==> src/rtl/pipe_hazard_ctrl_pkg.sv <==
// Shared types for the pipeline hazard controller: FSM encodings, forwarding
// select codes and the shadow-entry field groups.
package pipe_hazard_ctrl_pkg;

    typedef enum logic [1:0] {
        ST_RUN      = 2'd0,
        ST_MEM_WAIT = 2'd1,
        ST_REDIRECT = 2'd2
    } state_t;

    localparam logic [1:0] FWD_REG = 2'b00;
    localparam logic [1:0] FWD_MEM = 2'b01;
    localparam logic [1:0] FWD_WB  = 2'b10;

    // Destination side of a shadow entry
    typedef struct packed {
        logic [4:0] rd;
        logic       wren;
        logic       is_load;
    } dest_t;

    // Source side of a shadow entry (only needed while the entry sits in EX)
    typedef struct packed {
        logic [4:0] rs1;
        logic [4:0] rs2;
        logic       use1;
        logic       use2;
    } src_t;

    // An entry really produces a register only if valid, writing, and rd != x0
    function automatic logic writes_reg(input logic vld, input dest_t d);
        return vld && d.wren && (d.rd != 5'd0);
    endfunction

endpackage

==> src/rtl/pipe_hazard_ctrl_hazard_scoreboard.sv <==
// Shadow copies of the EX, MEM and WB destination registers, advanced in
// lockstep with the real pipeline, and the register-match vectors the hazard
// controller needs for stalling and forwarding.
module hazard_scoreboard
    import pipe_hazard_ctrl_pkg::*;
(
    input  logic       clk,
    input  logic       rst_n,
    input  logic       advance,
    input  logic       bubble,
    input  logic       id_valid,
    input  logic [4:0] id_rs1,
    input  logic [4:0] id_rs2,
    input  logic       id_use_rs1,
    input  logic       id_use_rs2,
    input  logic [4:0] id_rd,
    input  logic       id_r_wren,
    input  logic       id_is_load,
    output logic       ld_use_hit,
    output logic       raw_ex_hit,
    output logic       raw_mem_hit,
    output logic       mem_hit_rs1,
    output logic       mem_hit_rs2,
    output logic       wb_hit_rs1,
    output logic       wb_hit_rs2
);

    logic       vld_p0, vld_p1, vld_p2;
    dest_t      ex_dst_p0, mem_dst_p1;
    src_t       ex_src_p0;
    logic [4:0] wb_rd_p2;
    logic       wb_wren_p2;
    logic       ex_wr, mem_wr, wb_wr;

    // Valid bits: cleared by reset, a flushed/bubbled ID enters EX as invalid
    always_ff @(posedge clk) begin
        if (!rst_n) begin
            vld_p0 <= 1'b0;
            vld_p1 <= 1'b0;
            vld_p2 <= 1'b0;
        end else if (advance) begin
            vld_p0 <= id_valid && !bubble;
            vld_p1 <= vld_p0;
            vld_p2 <= vld_p1;
        end
    end

    // Entry payloads move with the valid bits; their content is don't-care when invalid
    always_ff @(posedge clk) begin
        if (advance) begin
            ex_dst_p0  <= '{rd: id_rd, wren: id_r_wren, is_load: id_is_load};
            ex_src_p0  <= '{rs1: id_rs1, rs2: id_rs2, use1: id_use_rs1, use2: id_use_rs2};
            mem_dst_p1 <= ex_dst_p0;
            wb_rd_p2   <= mem_dst_p1.rd;
            wb_wren_p2 <= mem_dst_p1.wren;
        end
    end

    // Register-match vectors against the instruction in ID and the one in EX
    always_comb begin
        ex_wr  = writes_reg(vld_p0, ex_dst_p0);
        mem_wr = writes_reg(vld_p1, mem_dst_p1);
        wb_wr  = vld_p2 && wb_wren_p2 && (wb_rd_p2 != 5'd0);

        raw_ex_hit  = ex_wr && id_valid &&
                      ((ex_dst_p0.rd == id_rs1 && id_use_rs1) ||
                       (ex_dst_p0.rd == id_rs2 && id_use_rs2));
        raw_mem_hit = mem_wr && id_valid &&
                      ((mem_dst_p1.rd == id_rs1 && id_use_rs1) ||
                       (mem_dst_p1.rd == id_rs2 && id_use_rs2));
        ld_use_hit  = raw_ex_hit && ex_dst_p0.is_load;

        // A load in MEM has no ALU result to forward yet
        mem_hit_rs1 = mem_wr && !mem_dst_p1.is_load &&
                      mem_dst_p1.rd == ex_src_p0.rs1 && ex_src_p0.use1;
        mem_hit_rs2 = mem_wr && !mem_dst_p1.is_load &&
                      mem_dst_p1.rd == ex_src_p0.rs2 && ex_src_p0.use2;
        wb_hit_rs1  = wb_wr && wb_rd_p2 == ex_src_p0.rs1;
        wb_hit_rs2  = wb_wr && wb_rd_p2 == ex_src_p0.rs2;
    end

endmodule

==> src/rtl/pipe_hazard_ctrl.sv <==
// Hazard and sequencing controller for a five-stage RV32I pipeline: memory
// wait freeze, EX redirect flush, load-use / RAW stalls and EX forwarding.
module pipe_hazard_ctrl
    import pipe_hazard_ctrl_pkg::*;
#(
    parameter int FWD_EN = 1,
    parameter int CNT_W  = 32
) (
    input  logic             clk,
    input  logic             rst_n,
    input  logic             id_valid,
    input  logic [4:0]       id_rs1,
    input  logic [4:0]       id_rs2,
    input  logic             id_use_rs1,
    input  logic             id_use_rs2,
    input  logic [4:0]       id_rd,
    input  logic             id_r_wren,
    input  logic             id_is_load,
    input  logic             ex_redirect,
    input  logic             dmem_busy,
    output logic             stall_if,
    output logic             stall_id,
    output logic             freeze_all,
    output logic             flush_id,
    output logic             flush_ex,
    output logic             pc_load,
    output logic [1:0]       fwd_a,
    output logic [1:0]       fwd_b,
    output logic [CNT_W-1:0] stall_cnt
);

    state_t state, state_nxt;
    logic   ld_use_hit, raw_ex_hit, raw_mem_hit;
    logic   mem_hit_rs1, mem_hit_rs2, wb_hit_rs1, wb_hit_rs2;
    logic   data_hazard;

    hazard_scoreboard u_sb (
        .clk        (clk),
        .rst_n      (rst_n),
        .advance    (!freeze_all),
        .bubble     (flush_ex),
        .id_valid   (id_valid),
        .id_rs1     (id_rs1),
        .id_rs2     (id_rs2),
        .id_use_rs1 (id_use_rs1),
        .id_use_rs2 (id_use_rs2),
        .id_rd      (id_rd),
        .id_r_wren  (id_r_wren),
        .id_is_load (id_is_load),
        .ld_use_hit (ld_use_hit),
        .raw_ex_hit (raw_ex_hit),
        .raw_mem_hit(raw_mem_hit),
        .mem_hit_rs1(mem_hit_rs1),
        .mem_hit_rs2(mem_hit_rs2),
        .wb_hit_rs1 (wb_hit_rs1),
        .wb_hit_rs2 (wb_hit_rs2)
    );

    // FSM state register
    always_ff @(posedge clk) begin
        if (!rst_n) state <= ST_RUN;
        else        state <= state_nxt;
    end

    // Next state: memory wait dominates; a redirect is only taken outside REDIRECT
    always_comb begin
        state_nxt = ST_RUN;
        if (dmem_busy)
            state_nxt = ST_MEM_WAIT;
        else if (state != ST_REDIRECT && ex_redirect)
            state_nxt = ST_REDIRECT;
    end

    // Control outputs in priority order busy > redirect > data hazard.
    // MEM_WAIT with busy released behaves exactly like RUN for that cycle.
    always_comb begin
        stall_if    = 1'b0;
        stall_id    = 1'b0;
        freeze_all  = 1'b0;
        flush_id    = 1'b0;
        flush_ex    = 1'b0;
        pc_load     = 1'b0;
        data_hazard = (FWD_EN != 0) ? ld_use_hit : (raw_ex_hit || raw_mem_hit);
        if (dmem_busy) begin
            freeze_all = 1'b1;
        end else if (state != ST_REDIRECT) begin
            if (ex_redirect) begin
                pc_load  = 1'b1;
                flush_id = 1'b1;
                flush_ex = 1'b1;
            end else if (data_hazard) begin
                stall_if = 1'b1;
                stall_id = 1'b1;
                flush_ex = 1'b1;
            end
        end
    end

    // Forwarding selects for the EX operands; MEM result beats WB data
    always_comb begin
        fwd_a = FWD_REG;
        fwd_b = FWD_REG;
        if (FWD_EN != 0) begin
            if (mem_hit_rs1)     fwd_a = FWD_MEM;
            else if (wb_hit_rs1) fwd_a = FWD_WB;
            if (mem_hit_rs2)     fwd_b = FWD_MEM;
            else if (wb_hit_rs2) fwd_b = FWD_WB;
        end
    end

    // Saturating count of cycles spent stalled or frozen
    always_ff @(posedge clk) begin
        if (!rst_n)
            stall_cnt <= '0;
        else if ((stall_id || freeze_all) && stall_cnt != '1)
            stall_cnt <= stall_cnt + CNT_W'(1);
    end

endmodule

==> config.mk <==
export PLATFORM = sky130hd
export DESIGN_NAME = pipe_hazard_ctrl
export DESIGN_NICKNAME = d
export VERILOG_FILES = /design/src/rtl/pipe_hazard_ctrl_pkg.sv /design/src/rtl/pipe_hazard_ctrl_hazard_scoreboard.sv /design/src/rtl/pipe_hazard_ctrl.sv
export SDC_FILE = /design/constraint.sdc
export NUM_CORES = 1
export LEC_CHECK = 0
export CORE_MARGIN = 2
export CORE_UTILIZATION = 45
export DETAILED_ROUTE_END_ITERATION = 7
export PLACE_DENSITY = 0.81
export SLEW_MARGIN = 20
export SYNTH_ARGS = -nofsm -noshare
export SYNTH_HDL_FRONTEND = slang
export SYNTH_SLANG_ARGS = --single-unit
==> constraint.sdc <==
create_clock -name clk -period 2.8 [get_ports clk]
set_clock_uncertainty 0.1 [all_clocks]
set_input_delay 0.84 -clock clk [delete_from_list [all_inputs] [get_ports clk]]
set_output_delay 0.84 -clock clk [all_outputs]
set_load 0.02 [all_outputs]
Yosys cells after proc, flatten, opt, wreduce, memory -nomap -nowiden

Cells that the tools add are included.

Flip-flop bits (word level): 69
Bits of input ports: 24
Output and inout port bits: 42
Word-level logic and storage cells: 74

Reduce and logical (&&, ||, !) cells: 29
Add/subtract/negate cells: 1
Mux-type cells: 17
Bitwise logic cells: 1
Equal/unequal tests: 8

Operators with widths:

| kind                  | count |
|---|---|
| $add 32x1->32 const B | 1 |
| $ne 32x32->1 const B  | 1 |
| $eq 5x5->1            | 6 |
| $logic_and 1x1->1     | 21 |
| $reduce_bool 5->1     | 3 |
| $mux 1                | 12 |
| $mux 2                | 5 |
| $logic_not 1->1       | 2 |
| $logic_or 1x1->1      | 2 |
| $ne 2x2->1 const B    | 1 |
| $reduce_or 2->1       | 1 |
| $not 1->1             | 1 |

Depth between registers and ports, before layout

Gate-level depths: netlist of run 1.

Word-level depth: 11
Depth in mapped cells: 9
Mapped depth without buffers: 7

By module

From an unflattened synthesis of run 1, not the netlist that was laid out.

Cell total of the unflattened synthesis: 339
Area total of the unflattened synthesis: 3443.3 um2

By module, submodules not included:

| module            | cells each | sequential area each (um2) | area each (um2) | times used |
|---|---|---|---|---|
| pipe_hazard_ctrl  | 223        | 680.7                      | 1798.0          | 1 |
| hazard_scoreboard | 116        | 1021.0                     | 1645.3          | 1 |

Least setup slack after synthesis of run 1

Ideal clock, no wire load.

Path kind: input -> register
Start: in dmem_busy
End: reg stall_cnt[1]
Path buffers: 3
Setup slack: -160 ps
Arrival time: 2732 ps
Cell stages on the path: 8
Library setup time: 128 ps
Path through: clkbuf_1 -> inv_1 -> o221ai_1 -> nand3_2 -> buf_6 -> buf_8 -> mux2i_1 -> nor2_1

Word-level cells in the longest chain between the ends: 3
Elaborated cells on any way between the ends: 4
Those cells by class: mux: 2; reduce/logical: 2

Ends and longest elaborated chain:

| what                   | RTL line                | source |
|---|---|---|
| start: declaration     | pipe_hazard_ctrl.sv:20  | `input logic dmem_busy,` |
| $mux 1                 | pipe_hazard_ctrl.sv:84  | `if (dmem_busy) begin` |
| $logic_or 1x1->1 (*)   | pipe_hazard_ctrl.sv:115 | `else if ((stall_id \|\| freeze_all) && stall_cnt != '1)` |
| $logic_and 1x1->1 (*)  | pipe_hazard_ctrl.sv:115 |  |
| end signal: assignment | pipe_hazard_ctrl.sv:116 | `stall_cnt <= stall_cnt + CNT_W'(1);` |
| end: declaration       | pipe_hazard_ctrl.sv:29  | `output logic [CNT_W-1:0] stall_cnt` |

Every way passes the cells marked *; elsewhere a longest branch is shown, timed or not.
A chain may end at the register's enable or synchronous reset.

Final worst setup path of run 1

Start: in id_rs1[1]
End: out stall_id

Word-level cells in the longest chain between the ends: 9

Ends and longest elaborated chain:

| what               | RTL line                                 | source |
|---|---|---|
| start: declaration | pipe_hazard_ctrl.sv:12                   | `input logic [4:0] id_rs1,` |
| $eq 5x5->1         | pipe_hazard_ctrl_hazard_scoreboard.sv:66 | `((ex_dst_p0.rd == id_rs1 && id_use_rs1) \|\|` |
| $logic_and 1x1->1  | pipe_hazard_ctrl_hazard_scoreboard.sv:66 |  |
| $logic_or 1x1->1   | pipe_hazard_ctrl_hazard_scoreboard.sv:66 |  |
| $logic_and 1x1->1  | pipe_hazard_ctrl_hazard_scoreboard.sv:65 | `raw_ex_hit = ex_wr && id_valid &&` |
| $logic_and 1x1->1  | pipe_hazard_ctrl_hazard_scoreboard.sv:71 | `ld_use_hit = raw_ex_hit && ex_dst_p0.is_load;` |
| $mux 1             | pipe_hazard_ctrl.sv:91                   | `end else if (data_hazard) begin` |
| $mux 1             | pipe_hazard_ctrl.sv:87                   | `if (ex_redirect) begin` |
| $mux 1             | pipe_hazard_ctrl.sv:86                   | `end else if (state != ST_REDIRECT) begin` |
| $mux 1             | pipe_hazard_ctrl.sv:84                   |  |
| end: declaration   | pipe_hazard_ctrl.sv:22                   | `output logic stall_id,` |

Every way passes these cells.

==> results of run 1 <==
==> area by class of cell <==
type | count | area [µm²] | share of cell area
inverters | 8 | 33.8 | 0.00704
clock buffers | 14 | 163 | 0.0339
multi-input cells | 215 | 1600 | 0.334
flip-flops and latches | 69 | 1700 | 0.355
well taps | 96 | 120 | 0.0250
clock inverters | 2 | 10.0 | 0.00209
repair buffers | 125 | 1170 | 0.243
==> critical path, delay by kind of cell <==
family	cells	cell delay, ns
compound gates	1	0.22
xor+xnor	1	0.15
buf+inv	2	0.21
simple gates	3	0.58
==> power groups by stage <==
stage          logic (µW)  clock network, µW  registers (µW)
6_report              287                723            1140
5_1_grt               306                783            1140
4_1_cts               251                726            1130
3_5_place_dp          228                  0            1160
3_3_place_gp          218                  0            1150
2_1_floorplan         106                  0            1150
==> sequential cells by signal, indices dropped and copies added, names as in the netlist <==
register,flops
stall_cnt,32
u_sb.ex_src_p0,12
u_sb.ex_dst_p0,7
u_sb.mem_dst_p1,7
u_sb.wb_rd_p2,5
state,2
u_sb.vld_p0,1
u_sb.vld_p1,1
u_sb.vld_p2,1
u_sb.wb_wren_p2,1
==> cells by family after synthesis <==
family / after synthesis / share of synthesized area
flip-flops: 69 / 0.526
AND/OR/NAND/NOR: 112 / 0.205
multiplexers: 4 / 0.0124
AO/OA/AOI/OAI: 66 / 0.123
adder cells (fa/ha/maj): 1 / 0.00386
buffers and inverters: 23 / 0.0433
XOR/XNOR: 32 / 0.0866
==> stage by stage <==
stage	cell area (µm²)	hold slack, ns
after detailed placement	4300	0.354
after floorplan	3280	0.318
after global routing	4800	0.383
final	4800	0.371
after global placement	4300	0.334
after CTS	4600	0.376
==> final timing paths <==
| path | from | endpoint | cells after the start |
|---|---|---|---|
| setup reg to reg | u_sb.ex_dst_p0[2] | stall_cnt[16] | 11 |
| hold reg to reg | u_sb.ex_dst_p0[0] | u_sb.mem_dst_p1[0] | 0 |
| hold / removal | u_sb.ex_dst_p0[0] | u_sb.mem_dst_p1[0] | 0 |
| setup / recovery | id_rs1[1] | stall_id | 7 |
==> metal layers <==
layer,vias to the layer above,GRT usage,routed length [µm]
li1,1412,-,-
met5,-,0,0
met4,0,0.0868,175
met3,14,0.0532,510
met1,1435,0.289,3810
met2,135,0.390,4790
==> repair_timing <==
action,CTS,global route
endpoints found under the setup margin,29,29
pin swaps,29,30
buffers inserted,13,4
resized for setup,107,35
cloned,0,3
hold buffers,0,0
==> cell usage in the layout (no fill, tap or decap), drive strengths merged, types with 2 or more instances in the layout <==
| master | n |
|---|---|
| buf | 75 |
| clkdlybuf4s50 | 42 |
| dfxtp | 37 |
| edfxtp | 32 |
| a21oi | 28 |
| or4 | 19 |
| xnor2 | 19 |
| clkbuf | 19 |
| nand2 | 18 |
| o31ai | 17 |
| nand3 | 15 |
| xor2 | 13 |
| nor2 | 13 |
| o21ai | 13 |
| nand4 | 12 |
| or3 | 12 |
| inv | 7 |
| nor4 | 7 |
| mux2i | 4 |
| and3 | 3 |
| and2 | 2 |
| nor3 | 2 |
| nand2b | 2 |
| o41ai | 2 |
| clkinv | 2 |
| dlygate4sd2 | 2 |
| nor2b | 2 |
==> out/qor.txt, run 1 <==
Worst-path fanout max -> 2
Final worst path period need -> 2.96 ns
Port bufs -> 65
Share of flip-flops with an asynchronous set or reset -> 0
Fill count -> 455
Logic pwr share -> 0.133
Root Buffer -> clkbuf_8
Status -> complete, but fails checks
Largest net degree at the start of global routing -> 35
Avg WL per Cell -> 17.5 µm
DPL Wire Length -> 5.80 mm
Ports -> 66
First-pass GRT wire length -> 13.8 mm
Setup_tns -> -0.728 ns
Achievable frequency -> 338 MHz
Initial DRC count -> 286
DRC -> 0
CTS Buf Count -> 9
Yosys warnings -> 0
Syn_nets -> 332
Switch share -> 0.243
Max_cap viols -> 0
Initial antenna violation count -> 0
Peak supply drop -> 0.266 mV
Placed Instances -> 498
Starting Density -> 0.471
# nets final -> 453
Slew Viols, Final -> 0
Synth area leader -> edfxtp_1
H-tree depth -> 3
Crit end category -> output port
Synth unique cells -> 44
Worst path slowest cell -> o22ai_2
Clock network fraction of total power -> 0.337
Part of the Yosys area used for sequential elements -> 0.526
ANT cells -> 0
Period Utilization, post-route -> 1.06
Design Power -> 2150 µW
Clk pin slew, worst setup/hold paths -> 0.07 ns
Number of synthesized flops with an enable pin -> 32
Reg power frac -> 0.530
Top-count cell post-synth -> dfxtp_1
Worst Max-Slew Pin Slew -> 0.435 ns
Cells along the critical path -> buf_6, xnor2_1, nand4_1, o22ai_2, nor2b_4, and3b_2, buf_6
Die width -> 88.8 µm
Layout area overhead -> 48.2%
RSZ-0062 raised after global routing -> true
Psw -> 522 µW
Failing checks -> setup timing
Mapped cell area -> 0.00324 mm²
CTS tree -> built
Via-to-Cell Ratio -> 5.66
Clock latency on the worst-skew pair -> 0.33 ns
Deepest clock path buffer count -> 2
Die height -> 88.8 µm
Share of cells above drive strength 1 -> 0.305
Max incr delay on CP -> 0.22 ns
Synth top cells by count -> dfxtp_1 (37), edfxtp_1 (32), a21oi_1 (28)
R2R Setup Slk -> 0.17 ns
Rows -> 30
Worst setup margin -> -0.155 ns
WP data required -> 1.86 ns
Post-route ant nets -> 0
Syn Area/Cell -> 10.5 µm²
WP data arrival -> 2.02 ns
Routed WL -> 9.28 mm
Top FF cell, synth -> dfxtp_1
Internal power -> 1630 µW
Die ar. -> 0.00789 mm²
Setup Crit Path Kind -> input pin to output port
Final GP Congestion -> 0.801
Tot GR Track Use -> 0.231
Total global routing overflow -> 0
Static Leak -> 0.00167 µW
HP Class -> flip-flop to flip-flop
Post-route insts no fill -> 529
Final setup vio count -> 6
Number of global-route vias before repair -> 2799
Share of the synthesized area in the top cell type -> 0.297
Worst slack, placed -> -1.07 ns
CP Launch Type -> input pin
Core Region -> 0.00687 mm²
Final hold vios -> 0
Worst path most repeated cell -> buf_6
DRT Pass-1 Iters -> 5
PD cells -> 448 mW/mm²
Rel. slew slack -> 0.710
Post-Syn Instances -> 307
Flops & latches, synth -> 69
DR vias -> 2996
Fin util -> 0.698
Clock sink count -> 69
Synth top area cells -> edfxtp_1 (30%), dfxtp_1 (23%), xnor2_1 (5.1%), a21oi_1 (4.3%), or4_1 (4.2%)
Note: power is estimated with default switching activity, not from simulation.
==> run 2, diff against run 1 <==
- CORE_UTILIZATION: 45 -> 40
- PLACE_DENSITY: 0.81 -> 0.74
==> out/qor.txt, run 2 (synthesis results as in run 1) <==
Status -> complete, but fails checks (unchanged)
Failing checks -> setup timing (unchanged)
Clock latency on the worst-skew pair -> 0.34 ns (was 0.33 ns)
Tot GR Track Use -> 0.204 (was 0.231)
Starting Density -> 0.417 (was 0.471)
Die height -> 94.0 µm (was 88.8 µm)
RSZ-0062 raised after global routing -> true (unchanged)
WP data required -> 1.86 ns (about the same)
Fin util -> 0.611 (was 0.698)
# nets final -> 451 (was 453)
Initial DRC count -> 183 (was 286)
HP Class -> flip-flop to flip-flop (unchanged)
CTS tree -> built (unchanged)
DRC -> 0 (unchanged)
Achievable frequency -> 337 MHz (was 338 MHz)
Slew Viols, Final -> 0 (unchanged)
Worst setup margin -> -0.167 ns (was -0.155 ns)
Largest net degree at the start of global routing -> 37 (was 35)
Design Power -> 2170 µW (was 2150 µW)
First-pass GRT wire length -> 14.0 mm (was 13.8 mm)
Post-route ant nets -> 0 (unchanged)
Initial antenna violation count -> 0 (unchanged)
Max incr delay on CP -> 0.23 ns (was 0.22 ns)
Top reg by flops -> stall_cnt (unchanged)
Period Utilization, post-route -> 1.06 (about the same)
Crit end category -> output port (unchanged)
Number of global-route vias before repair -> 2945 (was 2799)
Clk pin slew, worst setup/hold paths -> 0.07 ns (about the same)
PD cells -> 457 mW/mm² (was 448 mW/mm²)
Max_cap viols -> 0 (unchanged)
Final GP Congestion -> 0.811 (was 0.801)
Post-route insts no fill -> 533 (was 529)
Share of cells above drive strength 1 -> 0.299 (was 0.305)
Die width -> 94.0 µm (was 88.8 µm)
Final worst path period need -> 2.97 ns (was 2.96 ns)
Ports -> 66 (unchanged)
CTS Buf Count -> 9 (unchanged)
DPL Wire Length -> 5.83 mm (was 5.80 mm)
Largest register FFs -> 32 (unchanged)
Total global routing overflow -> 0 (unchanged)
Cells along the critical path -> buf_6, xnor2_2, nand4_1, o22ai_4, nor2b_4, and3b_2, buf_6 (was buf_6, xnor2_1, nand4_1, o22ai_2, nor2b_4, and3b_2, buf_6)
WP data arrival -> 2.03 ns (was 2.02 ns)
Root Buffer -> clkbuf_8 (unchanged)
DRT Pass-1 Iters -> 4 (was 5)
Worst path slowest cell -> and3b_2 (was o22ai_2)
Routed WL -> 8.66 mm (was 9.28 mm)
DP Area -> 0.00428 mm² (was 0.00430 mm²)
Biggest regs -> stall_cnt: 32 flops, u_sb.ex_src_p0: 12 flops (unchanged)
Fin area -> 0.00475 mm² (was 0.00480 mm²)
Rel. slew slack -> 0.587 (was 0.710)
H-tree depth -> 3 (unchanged)
Peak supply drop -> 0.265 mV (was 0.266 mV)
Layout area overhead -> 46.6% (was 48.2%)
Final setup vio count -> 12 (was 6)
Clock sink count -> 69 (unchanged)
Via-to-Cell Ratio -> 5.55 (was 5.66)
Core Region -> 0.00777 mm² (was 0.00687 mm²)
CP Launch Type -> input pin (unchanged)
Worst-path fanout max -> 2 (unchanged)
Setup Crit Path Kind -> input pin to output port (unchanged)
Most common cell after layout, fill and taps aside -> buf_4 (unchanged)
Placed Instances -> 503 (was 498)
Commonest non-fill, non-tap cells in the layout -> buf_4 (57), clkdlybuf4s50_1 (42), dfxtp_1 (37) (was buf_4 (53), clkdlybuf4s50_1 (42), dfxtp_1 (37))
Rows -> 32 (was 30)
Worst path most repeated cell -> buf_6 (unchanged)
Deepest clock path buffer count -> 2 (unchanged)
Avg WL per Cell -> 16.2 µm (was 17.5 µm)
Final hold vios -> 0 (unchanged)
Die ar. -> 0.00883 mm² (was 0.00789 mm²)
Worst Max-Slew Pin Slew -> 0.615 ns (was 0.435 ns)
ANT cells -> 0 (unchanged)
Static Leak -> 0.00164 µW (was 0.00167 µW)
Setup_tns -> -1.08 ns (was -0.728 ns)
Port bufs -> 65 (unchanged)
DR vias -> 2958 (was 2996)
[run 2: worst max-delay path, delay by kind of cell]
kind	cells	cell delay, ns
and+or+nand+nor	3	0.63
buffers and inverters	2	0.22
AOI/OAI and AO/OA	1	0.18
xor gates and xnor gates	1	0.16
[run 2: final timing paths]
kind / depth (start not counted) / to / slack, ns / startpoint
min: 0 / u_sb.wb_wren_p2 / 0.36 / u_sb.mem_dst_p1[1]
max: 7 / stall_id / -0.17 / id_rs2[1]
max reg2reg: 16 / stall_cnt[30] / -0.09 / u_sb.ex_dst_p0[5]
min reg2reg: 0 / u_sb.wb_wren_p2 / 0.36 / u_sb.mem_dst_p1[1]
[run 2: layout make-up]
type | instances | area (µm²)
fill | 611 | 3020
timing repair buffer | 123 | 1090
tap | 102 | 128
sequential | 69 | 1700
inverter | 8 | 33.8
clock buffer | 11 | 131
clock inverter | 5 | 51.3
multi-input combinational | 215 | 1610
[run 2: per-stage QoR]
stage | hold WS (ns) | worst slack [ns]
2_1_floorplan | 0.318 | -0.0278
5_1_grt | 0.369 | -0.261
3_5_place_dp | 0.345 | -1.08
6_report | 0.360 | -0.167
3_3_place_gp | 0.331 | -1.03
4_1_cts | 0.360 | -0.160
[run 2: repair_timing]
item	4_1_cts	5_1_grt
hold buffers	0	0
setup buffers	13	1
pin swaps	27	10
setup endpoints to repair	20	15
gates resized for setup	133	7
[run 2: layer usage]
metal,vias to the layer above,global-route usage,share of wire
met5,-,0,0
met4,0,0.0821,0.019
met3,16,0.0393,0.050
met2,92,0.364,0.50
met1,1449,0.240,0.43
li1,1401,-,-
[run 2: where the power goes]
part / internal [µW] / switching, µW
sequential: 1100 / 34.6
combinational: 147 / 126
clock: 406 / 357
==> run 3, diff against run 2 <==
- SYNTH_HIERARCHICAL: not set -> 1
==> out/qor.txt, run 3 <==
Status -> complete, but fails checks (unchanged)
Failing checks -> setup timing (unchanged)
Rows -> 33 (was 32)
Clock latency on the worst-skew pair -> 0.35 ns (was 0.34 ns)
DRT Pass-1 Iters -> 5 (was 4)
Total global routing overflow -> 0 (unchanged)
Die width -> 95.1 µm (was 94.0 µm)
DPL Wire Length -> 6.00 mm (was 5.83 mm)
Peak supply drop -> 0.305 mV (was 0.265 mV)
Metal3 WL -> 361 µm (was 430 µm)
Worst setup margin -> -0.608 ns (was -0.167 ns)
Biggest regs -> stall_cnt: 32 flops, u_sb/ex_src_p0: 12 flops (was stall_cnt: 32 flops, u_sb.ex_src_p0: 12 flops)
DR WL met2 -> 4.31 mm (was 4.36 mm)
Crit end category -> output port (unchanged)
Yosys warnings -> 6 (was 0)
Hold_ws -> 0.367 ns (was 0.360 ns)
Deepest clock path buffer count -> 2 (unchanged)
Post-Syn Instances -> 322 (was 307)
Static Leak -> 0.00160 µW (was 0.00164 µW)
CTS tree -> built (unchanged)
Largest register FFs -> 32 (unchanged)
RSZ-0062 raised after global routing -> true (unchanged)
DRC -> 0 (unchanged)
Syn Area/Cell -> 10.3 µm² (was 10.5 µm²)
Syn_nets -> 347 (was 332)
Via-to-Cell Ratio -> 5.37 (was 5.55)
Port bufs -> 65 (unchanged)
Slew Viols, Final -> 0 (unchanged)
Rel. slew slack -> 0.219 (was 0.587)
Root Buffer -> clkbuf_8 (unchanged)
Ports -> 66 (unchanged)
Achievable frequency -> 293 MHz (was 337 MHz)
H-tree depth -> 3 (unchanged)
Final GP Congestion -> 0.828 (was 0.811)
Commonest non-fill, non-tap cells in the layout -> buf_4 (45), clkdlybuf4s50_1 (43), dfxtp_1 (37) (was buf_4 (57), clkdlybuf4s50_1 (42), dfxtp_1 (37))
CTS Buf Count -> 9 (unchanged)
First-pass GRT wire length -> 13.4 mm (was 14.0 mm)
Mapped cell area -> 0.00332 mm² (was 0.00324 mm²)
Final hold vios -> 0 (unchanged)
WP data required -> 1.86 ns (about the same)
Initial DRC count -> 167 (was 183)
Clk pin slew, worst setup/hold paths -> 0.08 ns (was 0.07 ns)
Worst slack, placed -> -1.36 ns (was -1.08 ns)
ANT cells -> 0 (unchanged)
Setup Crit Path Kind -> input pin to output port (unchanged)
Die height -> 95.1 µm (was 94.0 µm)
Avg WL per Cell -> 16.5 µm (was 16.2 µm)
Post-route ant nets -> 0 (unchanged)
Core Region -> 0.00813 mm² (was 0.00777 mm²)
DRT met1 WL -> 4.04 mm (was 3.70 mm)
WP data arrival -> 2.47 ns (was 2.03 ns)
Worst-path fanout max -> 2 (unchanged)
Clock sink count -> 69 (unchanged)
Largest net degree at the start of global routing -> 38 (was 37)
Worst Max-Slew Pin Slew -> 1.17 ns (was 0.615 ns)
Routed WL -> 8.81 mm (was 8.66 mm)
DR vias -> 2864 (was 2958)
Period Utilization, post-route -> 1.22 (was 1.06)
Share of cells above drive strength 1 -> 0.283 (was 0.299)
Max layer used -> met4 (unchanged)
Max_cap viols -> 0 (unchanged)
Tot GR Track Use -> 0.195 (was 0.204)
# nets final -> 448 (was 451)
Initial antenna violation count -> 0 (unchanged)
Most common cell after layout, fill and taps aside -> buf_4 (unchanged)
CP Launch Type -> input pin (unchanged)
Top reg by flops -> stall_cnt (unchanged)
HP Class -> flip-flop to flip-flop (unchanged)
Cts hold-fix bufs -> 0 (unchanged)
Final setup vio count -> 35 (was 12)
Number of global-route vias before repair -> 2782 (was 2945)
PD cells -> 460 mW/mm² (was 457 mW/mm²)
Layout area overhead -> 42.7% (was 46.6%)
Die ar. -> 0.00904 mm² (was 0.00883 mm²)
Starting Density -> 0.408 (was 0.417)
Final worst path period need -> 3.41 ns (was 2.97 ns)
[run 3: changes by cell type in the layout (fill, tap and decap cells not counted), moves of 5 or more]
cell / change
xnor2_2: -8
a21oi_2: +9
or4_1: -5
o31ai_1: -6
buf_4: -12
a21oi_1: -12
xor2_1: +10
[run 3: timing repair]
action	in CTS	in global routing
setup endpoints to repair	42	39
pin swaps	14	19
buffers inserted	4	7
gates resized for setup	83	40
gates cloned	0	1
[run 3: metal layers]
layer | global-route usage | vias to the layer above
met2 | 0.303 | 67
met1 | 0.260 | 1382
met3 | 0.0498 | 10
met5 | 0 | -
li1 | - | 1405
met4 | 0.0773 | 0
[run 3: area by class of cell]
type,instances,area (µm²)
Clock buffer,9,124
Fill cell,664,3400
Timing Repair Buffer,111,986
Clock inverter,7,80.1
Inverter,7,30.0
Multi-Input combinational cell,225,1680
Sequential cell,69,1700
Tap cell,105,131
[run 3: power by group]
| part | leakage [µW] | switching, µW | internal (µW) |
|---|---|---|---|
| Clock | 0.0000973 | 417 | 424 |
| Combinational | 0.000890 | 95.5 | 106 |
| Sequential | 0.000612 | 33.9 | 1100 |
[run 3: worst max-delay path, stage by stage]
cell and delay [ns]:
buf_6 0.09, xor2_1 0.14, nor4_2 0.36, a32oi_2 0.19
nor4b_2 0.29, nor2b_2 0.22, and3_4 0.21, buf_6 0.11
[run 3: path summary, 6_finish.rpt]
| check | from | to | slack, ns | cells after the start |
|---|---|---|---|---|
| worst max register to register | u_sb/ex_dst_p0[2] | stall_cnt[26] | -0.33 | 10 |
| worst min-delay path | u_sb/ex_dst_p0[0] | u_sb/mem_dst_p1[0] | 0.37 | 0 |
| worst max-delay path | id_rs2[0] | stall_if | -0.61 | 8 |
| worst min register to register | u_sb/ex_dst_p0[0] | u_sb/mem_dst_p1[0] | 0.37 | 0 |
[run 3: metrics by stage]
step                      setup TNS, ns  utilization  instance area [µm²]  std cells  total power, µW
after detailed placement         -35.10        0.530                 4310        507             1350
after global placement           -32.35        0.530                 4310        507             1340
after floorplan                   -3.39            -                 3390        322             1250
after CTS                        -11.55        0.559                 4550        527             2180
final                             -8.51        0.582                 4730        533             2180
after global routing              -9.19        0.582                 4730        533             2260
